[src/rtl/exc_ctrl.sv]
`timescale 1ns/1ps
// exc_ctrl: arbitrates interrupt / exception / ertn at writeback, pulses the
// CSR commit, holds a timed pipeline flush, then hands a redirect PC to fetch.
// Ports:
//   ws_*            writeback instruction and its exception information
//   int_*           pending interrupt and global interrupt enable from CSRs
//   eentry/era      exception entry and return addresses from CSRs
//   ev_ready        high while idle and able to accept an event
//   csr_wb_*        one-cycle exception/interrupt commit to the CSR file
//   csr_ertn        one-cycle ertn commit to the CSR file
//   flush           pipeline flush, FLUSH_CYCLES cycles long
//   redirect_*      valid/ready redirect to fetch
// Optional: define EXC_CTRL_STAT_EN to add saturating event counters
// (stat_clr, stat_exc_cnt, stat_int_cnt, stat_ertn_cnt).
module exc_ctrl #(
    parameter int unsigned FLUSH_CYCLES = 2,
    parameter logic [5:0]  ECODE_INT    = 6'h00
) (
    input  logic        clk,
    input  logic        reset,
    input  logic        ws_valid,
    input  logic        ws_ex,
    input  logic [5:0]  ws_ecode,
    input  logic [8:0]  ws_esubcode,
    input  logic [31:0] ws_pc,
    input  logic [31:0] ws_badvaddr,
    input  logic        ws_ertn,
    input  logic        int_pending,
    input  logic        int_enable,
    input  logic [31:0] eentry_addr,
    input  logic [31:0] era_addr,
    output logic        ev_ready,
    output logic        csr_wb_ex,
    output logic [5:0]  csr_wb_ecode,
    output logic [8:0]  csr_wb_esubcode,
    output logic [31:0] csr_wb_pc,
    output logic [31:0] csr_wb_badvaddr,
    output logic        csr_ertn,
    output logic        flush,
    output logic        redirect_valid,
    output logic [31:0] redirect_pc,
`ifdef EXC_CTRL_STAT_EN
    input  logic        stat_clr,
    output logic [15:0] stat_exc_cnt,
    output logic [15:0] stat_int_cnt,
    output logic [15:0] stat_ertn_cnt,
`endif
    input  logic        redirect_ready
);

    typedef enum logic [1:0] {
        S_IDLE, S_COMMIT, S_FLUSH, S_REDIRECT
    } state_t;

    typedef enum logic [1:0] {
        K_NONE, K_EXC, K_INT, K_ERTN
    } kind_t;

    state_t      state_q, state_d;
    kind_t       kind_q, kind_d;
    logic [3:0]  cnt_q, cnt_d;
    logic        ev_ready_q, ev_ready_d;
    logic        wb_ex_q, wb_ex_d;
    logic [5:0]  ecode_q, ecode_d;
    logic [8:0]  esub_q, esub_d;
    logic [31:0] pc_q, pc_d;
    logic [31:0] badv_q, badv_d;
    logic        ertn_q, ertn_d;
    logic        flush_q, flush_d;
    logic        rvalid_q, rvalid_d;
    logic [31:0] rpc_q, rpc_d;
    logic [31:0] target;

    // Redirect target is sampled after the CSR commit edge, so ERA/EENTRY
    // already reflect the committed event.
    assign target = (kind_q == K_ERTN) ? era_addr : eentry_addr;

    always_comb begin
        state_d = state_q;
        kind_d  = kind_q;
        cnt_d   = cnt_q;
        wb_ex_d = 1'b0;
        ecode_d = 6'h00;
        esub_d  = 9'h000;
        pc_d    = 32'h0;
        badv_d  = 32'h0;
        ertn_d  = 1'b0;
        rpc_d   = rpc_q;
        unique case (state_q)
            S_IDLE: begin
                if (ws_valid) begin
                    if (int_pending && int_enable) begin
                        state_d = S_COMMIT;
                        kind_d  = K_INT;
                        wb_ex_d = 1'b1;
                        ecode_d = ECODE_INT;
                        pc_d    = ws_pc;
                    end else if (ws_ex) begin
                        state_d = S_COMMIT;
                        kind_d  = K_EXC;
                        wb_ex_d = 1'b1;
                        ecode_d = ws_ecode;
                        esub_d  = ws_esubcode;
                        pc_d    = ws_pc;
                        badv_d  = ws_badvaddr;
                    end else if (ws_ertn) begin
                        state_d = S_COMMIT;
                        kind_d  = K_ERTN;
                        ertn_d  = 1'b1;
                    end
                end
            end
            S_COMMIT: begin
                if (FLUSH_CYCLES <= 1) begin
                    state_d = S_REDIRECT;
                    rpc_d   = target;
                end else begin
                    state_d = S_FLUSH;
                    cnt_d   = 4'(FLUSH_CYCLES - 1);
                end
            end
            S_FLUSH: begin
                // Leave on the edge where the counter reaches zero; FLUSH
                // therefore lasts FLUSH_CYCLES-1 cycles after COMMIT.
                cnt_d = cnt_q - 4'd1;
                if (cnt_q <= 4'd1) begin
                    state_d = S_REDIRECT;
                    rpc_d   = target;
                end
            end
            S_REDIRECT: begin
                if (redirect_ready) begin
                    state_d = S_IDLE;
                    kind_d  = K_NONE;
                end
            end
            default: state_d = S_IDLE;
        endcase
        ev_ready_d = (state_d == S_IDLE);
        flush_d    = (state_d == S_COMMIT) || (state_d == S_FLUSH);
        rvalid_d   = (state_d == S_REDIRECT);
    end

    always_ff @(posedge clk or posedge reset) begin
        if (reset) begin
            state_q    <= S_IDLE;
            kind_q     <= K_NONE;
            cnt_q      <= 4'd0;
            ev_ready_q <= 1'b1;
            wb_ex_q    <= 1'b0;
            ecode_q    <= 6'h00;
            esub_q     <= 9'h000;
            pc_q       <= 32'h0;
            badv_q     <= 32'h0;
            ertn_q     <= 1'b0;
            flush_q    <= 1'b0;
            rvalid_q   <= 1'b0;
            rpc_q      <= 32'h0;
        end else begin
            state_q    <= state_d;
            kind_q     <= kind_d;
            cnt_q      <= cnt_d;
            ev_ready_q <= ev_ready_d;
            wb_ex_q    <= wb_ex_d;
            ecode_q    <= ecode_d;
            esub_q     <= esub_d;
            pc_q       <= pc_d;
            badv_q     <= badv_d;
            ertn_q     <= ertn_d;
            flush_q    <= flush_d;
            rvalid_q   <= rvalid_d;
            rpc_q      <= rpc_d;
        end
    end

    assign ev_ready        = ev_ready_q;
    assign csr_wb_ex       = wb_ex_q;
    assign csr_wb_ecode    = ecode_q;
    assign csr_wb_esubcode = esub_q;
    assign csr_wb_pc       = pc_q;
    assign csr_wb_badvaddr = badv_q;
    assign csr_ertn        = ertn_q;
    assign flush           = flush_q;
    assign redirect_valid  = rvalid_q;
    assign redirect_pc     = rpc_q;

`ifdef EXC_CTRL_STAT_EN
    logic [15:0] exc_cnt_q, int_cnt_q, ertn_cnt_q;

    always_ff @(posedge clk or posedge reset) begin
        if (reset) begin
            exc_cnt_q  <= 16'h0;
            int_cnt_q  <= 16'h0;
            ertn_cnt_q <= 16'h0;
        end else if (stat_clr) begin
            exc_cnt_q  <= 16'h0;
            int_cnt_q  <= 16'h0;
            ertn_cnt_q <= 16'h0;
        end else if (state_q == S_COMMIT) begin
            if (kind_q == K_EXC && exc_cnt_q != 16'hFFFF)
                exc_cnt_q <= exc_cnt_q + 16'd1;
            if (kind_q == K_INT && int_cnt_q != 16'hFFFF)
                int_cnt_q <= int_cnt_q + 16'd1;
            if (kind_q == K_ERTN && ertn_cnt_q != 16'hFFFF)
                ertn_cnt_q <= ertn_cnt_q + 16'd1;
        end
    end

    assign stat_exc_cnt  = exc_cnt_q;
    assign stat_int_cnt  = int_cnt_q;
    assign stat_ertn_cnt = ertn_cnt_q;
`endif

endmodule
[config.mk]
export PLATFORM = sky130hd
export DESIGN_NAME = exc_ctrl
export DESIGN_NICKNAME = d
export VERILOG_FILES = /design/src/rtl/exc_ctrl.sv
export SDC_FILE = /design/constraint.sdc
export NUM_CORES = 1
export LEC_CHECK = 0
export BUFFER_PORTS_ARGS = -buffer_cell sky130_fd_sc_hd__buf_2
export CAP_MARGIN = 20
export CORE_ASPECT_RATIO = 0.75
export CORE_MARGIN = 1
export CORE_UTILIZATION = 40
export DETAILED_ROUTE_END_ITERATION = 7
export GPL_ROUTABILITY_DRIVEN = 1
export PLACE_DENSITY_LB_ADDON = 0.1
export RECOVER_POWER = 50
export SLEW_MARGIN = 10
export SYNTH_ARGS = -nofsm -noshare
export SYNTH_HDL_FRONTEND = slang
export SYNTH_SLANG_ARGS = --single-unit
[constraint.sdc]
create_clock -name clk -period 3.35 [get_ports clk]
set_input_delay 0.1675 -clock clk [delete_from_list [all_inputs] [get_ports clk]]
set_output_delay 0.1675 -clock clk [all_outputs]
set_load 0.02 [all_outputs]
# [After elaboration in Yosys (flattened, before gate mapping)]
# Cells that the tools add are included.
[totals] ff_bits=124 inputBits=151 output_inout_bits=116
[classes] n_addsub=1 magnitude_cmp=1 n_eq_ne=10 n_mux=40 n_reduce_logical=8
[ops] cell="32-bit 2-to-1 mux" n=9
[ops] cell="9-bit 2-to-1 mux" n=4
[ops] cell="6-bit 2-to-1 mux" n=4
[ops] cell="2-bit 2-to-1 mux" n=11
[ops] cell="2-bit == test (second input constant)" n=5
[ops] cell="1-bit 2-to-1 mux" n=9
[ops] cell="2-bit case mux with 4 select lines" n=1
[ops] cell="4-bit case mux with 2 select lines" n=1
[ops] cell="2-bit by 1-bit == test with 1-bit output (second input constant)" n=2
[ops] cell="4-bit by 1-bit less-or-equal comparator with 1-bit output (second input constant)" n=1
[ops] cell="2-bit zero test" n=2
[ops] cell="2-bit inequality test (second input constant)" n=2
[ops] cell="4-bit inequality test (second input constant)" n=1
[ops] cell="2-bit case mux with 2 select lines" n=1
[ops] cell="4-bit AND reduction" n=1
[ops] cell="2-bit nonzero test" n=2
[ops] cell="4-bit by 1-bit subtractor with 4-bit output (second input constant)" n=1
[ops] cell="2-bit AND reduction" n=1
[ops] cell="1-bit logical AND" n=1
[ops] cell="1-bit logical OR" n=1

# [Longest topological paths before layout]
# Gate-level depths: netlist (run 1).
[logic_depth] ltp_word=7 depth_mapped=7 ltp_nobuf=6

# [Least setup slack after synthesis (run 1)]
# OpenSTA, ideal clock, no wires.
[synth_timing] path_kind="register to register" start="register state_q[0]" end="register flush_q (netlist: flush)" t_arrival_ns=1.632 required_time_ns=3.224 path_slack_ns=1.592 stages_incl_launch_ff=7 n_path_buf=0 synth_period_minus_slack_ns=1.758 path_cell_list="dfrtp_1 -> inv_1 -> ha_1 -> nand2b_2 -> nor4_1 -> o31a_1 -> ha_1"
[synth_between] elab_chain_cells=7 elab_cells_between_ends=14 classes_between="eq/ne: 5; mux: 7; reduce/logical: 2"
[synth_lines] item="start: declaration" line_no="59" rtl="state_t state_q, state_d;"
[synth_lines] item="start signal: assignment" line_no="160" rtl="state_q <= state_d;"
[synth_lines] item="2-bit 2-to-1 mux" line_no="106" rtl="end else if (ws_ertn) begin"
[synth_lines] item="2-bit 2-to-1 mux" line_no="98" rtl="end else if (ws_ex) begin"
[synth_lines] item="2-bit 2-to-1 mux" line_no="92" rtl="if (int_pending && int_enable) begin"
[synth_lines] item="2-bit 2-to-1 mux" line_no="91" rtl="if (ws_valid) begin"
[synth_lines] item="2-bit case mux with 4 select lines (*)" line_no="89" rtl="unique case (state_q)"
[synth_lines] item="2-bit by 1-bit == test with 1-bit output or 2-bit == test (tied branches)" line_no="140" rtl="flush_d = (state_d == S_COMMIT) || (state_d == S_FLUSH);"
[synth_lines] item="1-bit logical OR (*)" line_no="140"
[synth_lines] item="via flush_d" line_no="69" rtl="logic flush_q, flush_d;"
[synth_lines] item="end signal: assignment" line_no="170" rtl="flush_q <= flush_d;"
[synth_lines] item="end: declaration" line_no="69"
# The timed path passes the listed nets; every way through them passes the cells marked *.
# A chain may end at the register's enable or synchronous reset.

# [Worst setup path in the final report (run 1)]
[layout_timing] start="register state_q[0]" end="register rpc_q[22] (netlist: redirect_pc[22])"
[layout_between] elab_chain_cells=2
[layout_lines] item="2-bit == test" line_no="89"
[layout_lines] item="2-bit AND reduction (no line)"
[layout_lines] item="end signal: assignment" line_no="172" rtl="rpc_q <= rpc_d;"
[layout_lines] item="end: declaration" line_no="71" rtl="logic [31:0] rpc_q, rpc_d;"
# No other way between the ends.

==> results of run 1 <==
cell usage in the layout, fill, tap and decap left out, types with 3 or more instances in the layout:
cell and n:
buf_2 187, dfrtp_1 123, clkbuf_1 80, and2_1 79, dlygate4sd3_1 79, mux2_2 58, clkbuf_16 17, nand2_1 8
mux2_4 7, ha_1 7, nor2_1 6, inv_1 6, bufinv_16 6, o21ai_0 4, nor2b_1 4, buf_4 4
clkbuf_8 3, clkinv_4 3
Yosys cell counts, drive strengths merged:
master   number  area share [%]
and2         79              10
nand4         2            0.26
o21ai         4            0.41
inv           7            0.54
a21bo         1            0.21
and4          1            0.18
nor2b         4            0.51
o211ai        2            0.31
or3           1            0.13
o31a          2            0.36
a2111oi       1            0.31
nor4          1            0.13
a211oi        1            0.15
a211o         1            0.18
mux2i         1            0.21
nand3         1            0.10
o22ai         1            0.13
dfrtp       123              63
buf           7             1.5
and3          1            0.13
mux2         65              16
ha            7             1.8
nor2          7            0.54
dfstp         1            0.54
nand2b        1            0.18
nand2         9            0.75
a31oi         1            0.13
a22o          1            0.18
nor3          2            0.44
clkbuf        7            0.62
a21oi         1            0.10
per-layer routing:
layer / vias up / global-route usage, % / wire (um)
met5: - / 0 / 0
met4: 0 / 10.3 / 384
met3: 30 / 7.60 / 1110
met2: 184 / 38.7 / 6520
met1: 1844 / 22.5 / 4880
li1: 1852 / - / -
timing repair:
action | 4_1_cts | 5_1_grt
hold buffers | 79 | 0
buffers inserted | 0 | 0
hold endpoints to repair | 95 | 0
cells by family (layout without fill, tap and decap cells):
logic type                 Yosys count  in the layout  share of synthesized area [%]
buffers and inverters               21            391                           2.65
muxes                               66             66                           15.8
DFF                                124            124                           63.8
AOI/OAI and AO/OA                   16             16                           2.47
and+or+nand+nor                    109            109                           13.5
adders and majority gates            7              7                           1.80
layout make-up:
class                      instances  share of cell area (%)
clock inverter                    12                    2.99
timing repair buffer             352                    26.9
inverter                           7                   0.355
sequential                       124                    40.1
tap                              162                    2.62
multi-input combinational        198                    21.1
clock buffer                      20                    6.02
registers in the layout, summed over array words and instances (netlist names):
| register | flops |
|---|---|
| flush | 1 |
| csr_wb_pc | 32 |
| csr_ertn | 1 |
| csr_wb_esubcode | 9 |
| redirect_valid | 1 |
| csr_wb_ex | 1 |
| csr_wb_badvaddr | 32 |
| ev_ready | 1 |
| kind_q | 2 |
| csr_wb_ecode | 6 |
| redirect_pc | 32 |
| state_q | 2 |
| cnt_q | 4 |
worst max path at each step:
| stage | endpoint | startpoint | cells after the start |
|---|---|---|---|
| global placement | redirect_pc[15]$_DFFE_PP0P_ | state_q[0]$_DFF_PP0_ | 6 |
| CTS | redirect_pc[22]$_DFFE_PP0P_ | state_q[0]$_DFF_PP0_ | 6 |
| finish | redirect_pc[22]$_DFFE_PP0P_ | state_q[0]$_DFF_PP0_ | 6 |
| global route | csr_wb_ecode[1]$_DFF_PP0_ | reset | 4 |
| floorplan | flush$_DFF_PP0_ | state_q[0]$_DFF_PP0_ | 6 |
| detailed placement | redirect_pc[22]$_DFFE_PP0P_ | state_q[0]$_DFF_PP0_ | 6 |
power breakdown:
part	internal [uW]	switching, uW	total [uW]
clock	1460	658	2120
sequential	1850	166	2020
combinational	886	1060	1950
total	4200	1880	6090
through the flow:
| step | util [%] | std cells | cell area [um2] | hold slack, ns | power, uW |
|---|---|---|---|---|---|
| after floorplan | - | 343 | 4870 | 0.296 | 3400 |
| after global placement | 54.2 | 763 | 6360 | 0.373 | 3910 |
| after detailed placement | 54.3 | 764 | 6380 | 0.236 | 3970 |
| after CTS | 67.0 | 875 | 7870 | 0.00258 | 6190 |
| after global routing | 66.0 | 875 | 7750 | 0.00516 | 6410 |
| final | 66.0 | 875 | 7750 | 0.0224 | 6090 |
worst register-to-register path, delay by kind of cell (launching register included):
kind	cells	cell delay (ns)
buffers and inverters	2	0.55
flip-flops	1	0.42
multiplexers	1	0.42
adder cells (fa/ha/maj)	1	0.30
AND/OR/NAND/NOR	2	0.23
==> results_dict.tcl, run 1 <==
set metrics [dict create \
    status "finished clean" \
    cts_buffer_depth 2 \
    area_delta_synth_final_pct 59.3 \
    final_hold_viol_count 0 \
    yosys_warnings 0 \
    drv_cap 0 \
    path_class "reg -> reg" \
    min_from "ws_pc[26]" \
    start_util_pct 41.4 \
    powerDensity_nw_per_um2 785 \
    grt_pass1_vias 4241 \
    crit_fanout 32 \
    ant_nets 0 \
    required_ns 3.63 \
    drive_gt1_share_pct 41.7 \
    drv_slew 0 \
    nNetsFinal 858 \
    cts_resized 0 \
    path_clk_slew_ns 0.05 \
    grt_pass1_wl_mm 20.5 \
    drt-vias-per-instance 4.47 \
    arrival_ns 2.31 \
    max_freq_ghz 0.491 \
    grt_usage_pct 21.7 \
    gp_congestion 0.749 \
    relSlewSlack_pct 28.8 \
    register_area_um2 3100 \
    cp.buffers_inverters 2 \
    fin_crit_sh_pct 60.8 \
    die_w_um 129 \
    hold_depth 2 \
    path_delay_family "buffers and inverters" \
    syn_area_um2 4870 \
    worst-slew-pin-transition_ns 1.07 \
    ys_ff_latch 124 \
    r2r_setup_slack_ns 1.31 \
    cts_tree "built" \
    die-area_um2 12600 \
    port_buffers 266 \
    io_pins 267 \
    num_antenna_cells 0 \
    grt_antenna_before_repair 0 \
    multiInputGateArea_um2 1640 \
    grt_setup_unrepaired "no" \
    place_worst_setup_slack_ns 1.33 \
    syn-instance-count 343 \
    drt_iter0_drc 119 \
    r2r_start "state_q[0]$_DFF_PP0_" \
    grt-ovfl-total 0 \
    die_h_um 97.5 \
    fin_setup_tns_ns 0 \
    placementRows 34 \
    drc 0 \
    period_minus_slack_ns 2.04 \
    fin_ws_ns 1.31 \
    seq_area_frac_synth_pct 63.8 \
    slowest_delay_ns 0.42 \
    fillers 916 \
    coreArea_um2 11700 \
    place_hpwl_mm 8.65 \
    synth_cell_types 36 \
    cpMaxStageDelayCell "dfrtp_1" \
    worst_setup_path_start_kind "register" \
    numCtsBuffers 17 \
    power.leakage_uw 0.00387 \
    reg2reg_to "redirect_pc[22]$_DFFE_PP0P_" \
    synth_area_per_cell_um2 14.2 \
    synth_fp_nets 501 \
    grt_max_degree 45 \
    clock-sinks 124 \
    htreeDepth 4 \
    clk_latency_ns 0.40 \
    firstDrtPassIters 4 \
    clockRootBuffer "clkbuf_16" \
    cp-end-kind "register" \
    num_vias 3910 \
    critical_path.cell_chain "inv_1 -> ha_1 -> nand2b_2 -> nor3_4 -> buf_4 -> mux2_2" \
    fin_skew_ns 0.00700 \
    hp-class "in -> reg" \
    vdd.ir_drop.worst_mv 0.379 \
    avgRoutedWirePerCell_um 14.7 \
    drt_wl_total_mm 12.9 \
    hold_end "csr_wb_pc[26]$_DFF_PP0_" \
    r2r_cells 6 \
    finalSetupViolCount 0 \
]
No activity file was read; power rests on OpenSTA's default activity.
==> run 2: changes to the inputs <==
Settings changed: CORE_UTILIZATION 40 to 43.
Clock period 3.35 ns to 2.1 ns, I/O delays scaled along.
==> run 2 against run 1 <==
The run now ends with DRC left; design area shrank 0.31%; flip-flop and latch count is the same; final cell count shrank 2.4%; clock skew grew 0.0062 ns; core utilization grew 4.3 points; worst setup slack lost 1.1 ns; clock power grew 47%; count of clock-buffer cells in the layout shrank 1; critical path depth is the same.
==> results_dict.tcl, run 2 (same netlist as run 1, synthesis figures left out) <==
set metrics [dict create \
    status "complete, but fails checks" \
    violations "DRC" \
    min_from "ws_valid" \
    path_class "reg -> reg" \
    grt_pass1_vias 4177 \
    slowest_delay_ns 0.42 \
    fillers 782 \
    grt_usage_pct 22.9 \
    power.leakage_uw 0.00389 \
    grt_max_degree 64 \
    r2r_start "state_q[0]$_DFF_PP0_" \
    fin_setup_tns_ns 0 \
    relSlewSlack_pct 35.0 \
    start_util_pct 44.3 \
    r2r_setup_slack_ns 0.24 \
    drv_slew 0 \
    drt-vias-per-instance 4.59 \
    grt-ovfl-total 0 \
    port_buffers 266 \
    postCtsHoldBufs 80 \
    placementRows 33 \
    die_w_um 125 \
    hold_end "csr_ertn$_DFF_PP0_" \
    area_delta_synth_final_pct 58.8 \
    final_cell_mix "194 x buf_2, 123 x dfrtp_1, 80 x dlygate4sd3_1, 79 x and2_1, 72 x clkbuf_1" \
    finalPower_uw 9520 \
    period_minus_slack_ns 1.86 \
    grt_setup_unrepaired "no" \
    numCtsBuffers 17 \
    drt_iter0_drc 171 \
    finalSetupViolCount 0 \
    clock-sinks 124 \
    grt_antenna_before_repair 0 \
    ant_nets 0 \
    num_antenna_cells 0 \
    clk_latency_ns 0.40 \
    required_ns 2.38 \
    avgRoutedWirePerCell_um 15.3 \
    clockRootBuffer "clkbuf_16" \
    post_cts_buffers 0 \
    powerDensity_nw_per_um2 1230 \
    coreArea_um2 11000 \
    layout_commonest_cell "buf_2" \
    htreeDepth 4 \
    path_clk_slew_ns 0.06 \
    drc 30 \
    worst-slew-pin-transition_ns 0.970 \
    worst_setup_path_start_kind "register" \
    cts_buffer_depth 2 \
    num_vias 3920 \
    die-area_um2 11800 \
    final_hold_viol_count 0 \
    drt_wl_total_mm 13.1 \
    firstDrtPassIters 6 \
    drv_cap 0 \
    vdd.ir_drop.worst_mv 0.679 \
    hold_depth 2 \
    max_freq_ghz 0.536 \
    cts_resized 0 \
    drive_gt1_share_pct 42.7 \
    arrival_ns 2.14 \
    fin_skew_ns 0.0132 \
    cp-end-kind "register" \
    cp.buffers_inverters 2 \
    crit_fanout 32 \
    r2r_cells 6 \
    fin_crit_sh_pct 88.8 \
    reg2reg_to "redirect_pc[15]$_DFFE_PP0P_" \
    die_h_um 94.1 \
    cts_tree "built" \
    hp-class "in -> reg" \
    cpMaxStageDelayCell "dfrtp_1" \
    gp_congestion 0.768 \
    nNetsFinal 859 \
    critical_path.cell_chain "inv_1 -> ha_1 -> nand2b_2 -> nor3_4 -> buf_12 -> mux2_2" \
    grt_pass1_wl_mm 20.5 \
    path_delay_family "flip-flops" \
    place_hpwl_mm 8.32 \
    io_pins 267 \
]
## run 2: changes by cell type in the layout (fill, tap and decap cells not counted), sizes merged
cell | previous run | this run
clkinv | 3 | 5
inv | 8 | 9
buf | 192 | 201
dlygate4sd3 | 79 | 80
clkbuf | 101 | 91
bufinv | 6 | 4
## run 2: worst reg2reg max path, delay by kind of cell, from the launching register on
kind                       cells  cell delay [ns]
muxes                          1             0.39
and+or+nand+nor                2             0.27
adders and majority gates      1             0.29
buffers and inverters          2             0.37
DFF                            1             0.42
## run 2: power by group
| group | switching (uW) | internal [uW] | leakage, uW |
|---|---|---|---|
| clock network | 1050 | 2060 | 0.000314 |
| logic | 1700 | 1480 | 0.00195 |
| registers | 279 | 2960 | 0.00163 |
| total | 3030 | 6490 | 0.00389 |
## run 2: area by class of cell
| type | count | area (um2) | area share, % |
|---|---|---|---|
| multi-input combinational | 198 | 1640 | 21.2 |
| timing repair buffer | 353 | 2140 | 27.8 |
| sequential | 124 | 3100 | 40.2 |
| clock inverter | 13 | 186 | 2.41 |
| inverter | 7 | 27.5 | 0.356 |
| tap | 140 | 175 | 2.27 |
| clock buffer | 19 | 453 | 5.86 |
## run 2: through the flow
step | hold slack (ns) | util (%) | instance area, um2 | std cells | setup WS, ns
final | 0.0310 | 70.3 | 7730 | 854 | 0.236
after global routing | 0.0196 | 70.3 | 7730 | 854 | 0.112
after CTS | 0.0152 | 71.2 | 7820 | 854 | 0.239
after detailed placement | 0.153 | 58.1 | 6380 | 742 | 0.246
after global placement | 0.141 | 58.1 | 6380 | 742 | 0.327
after floorplan | 0.234 | - | 4870 | 343 | 0.342
## run 2: worst max-delay path by stage
stage               cells after the start                     endpoint                 start
finish                                  6  redirect_pc[15]$_DFFE_PP0P_  state_q[0]$_DFF_PP0_
global placement                        6  redirect_pc[15]$_DFFE_PP0P_  state_q[0]$_DFF_PP0_
detailed placement                      6  redirect_pc[15]$_DFFE_PP0P_  state_q[0]$_DFF_PP0_
global route                            6  redirect_pc[20]$_DFFE_PP0P_  state_q[0]$_DFF_PP0_
CTS                                     6  redirect_pc[15]$_DFFE_PP0P_  state_q[0]$_DFF_PP0_
floorplan                               6              flush$_DFF_PP0_  state_q[0]$_DFF_PP0_
## run 2: metal layers
layer | global-route usage (%) | share of wire (%)
met3 | 9.40 | 8.6
met1 | 26.0 | 39
met4 | 8.33 | 1.9
met5 | 0 | 0
met2 | 39.2 | 50
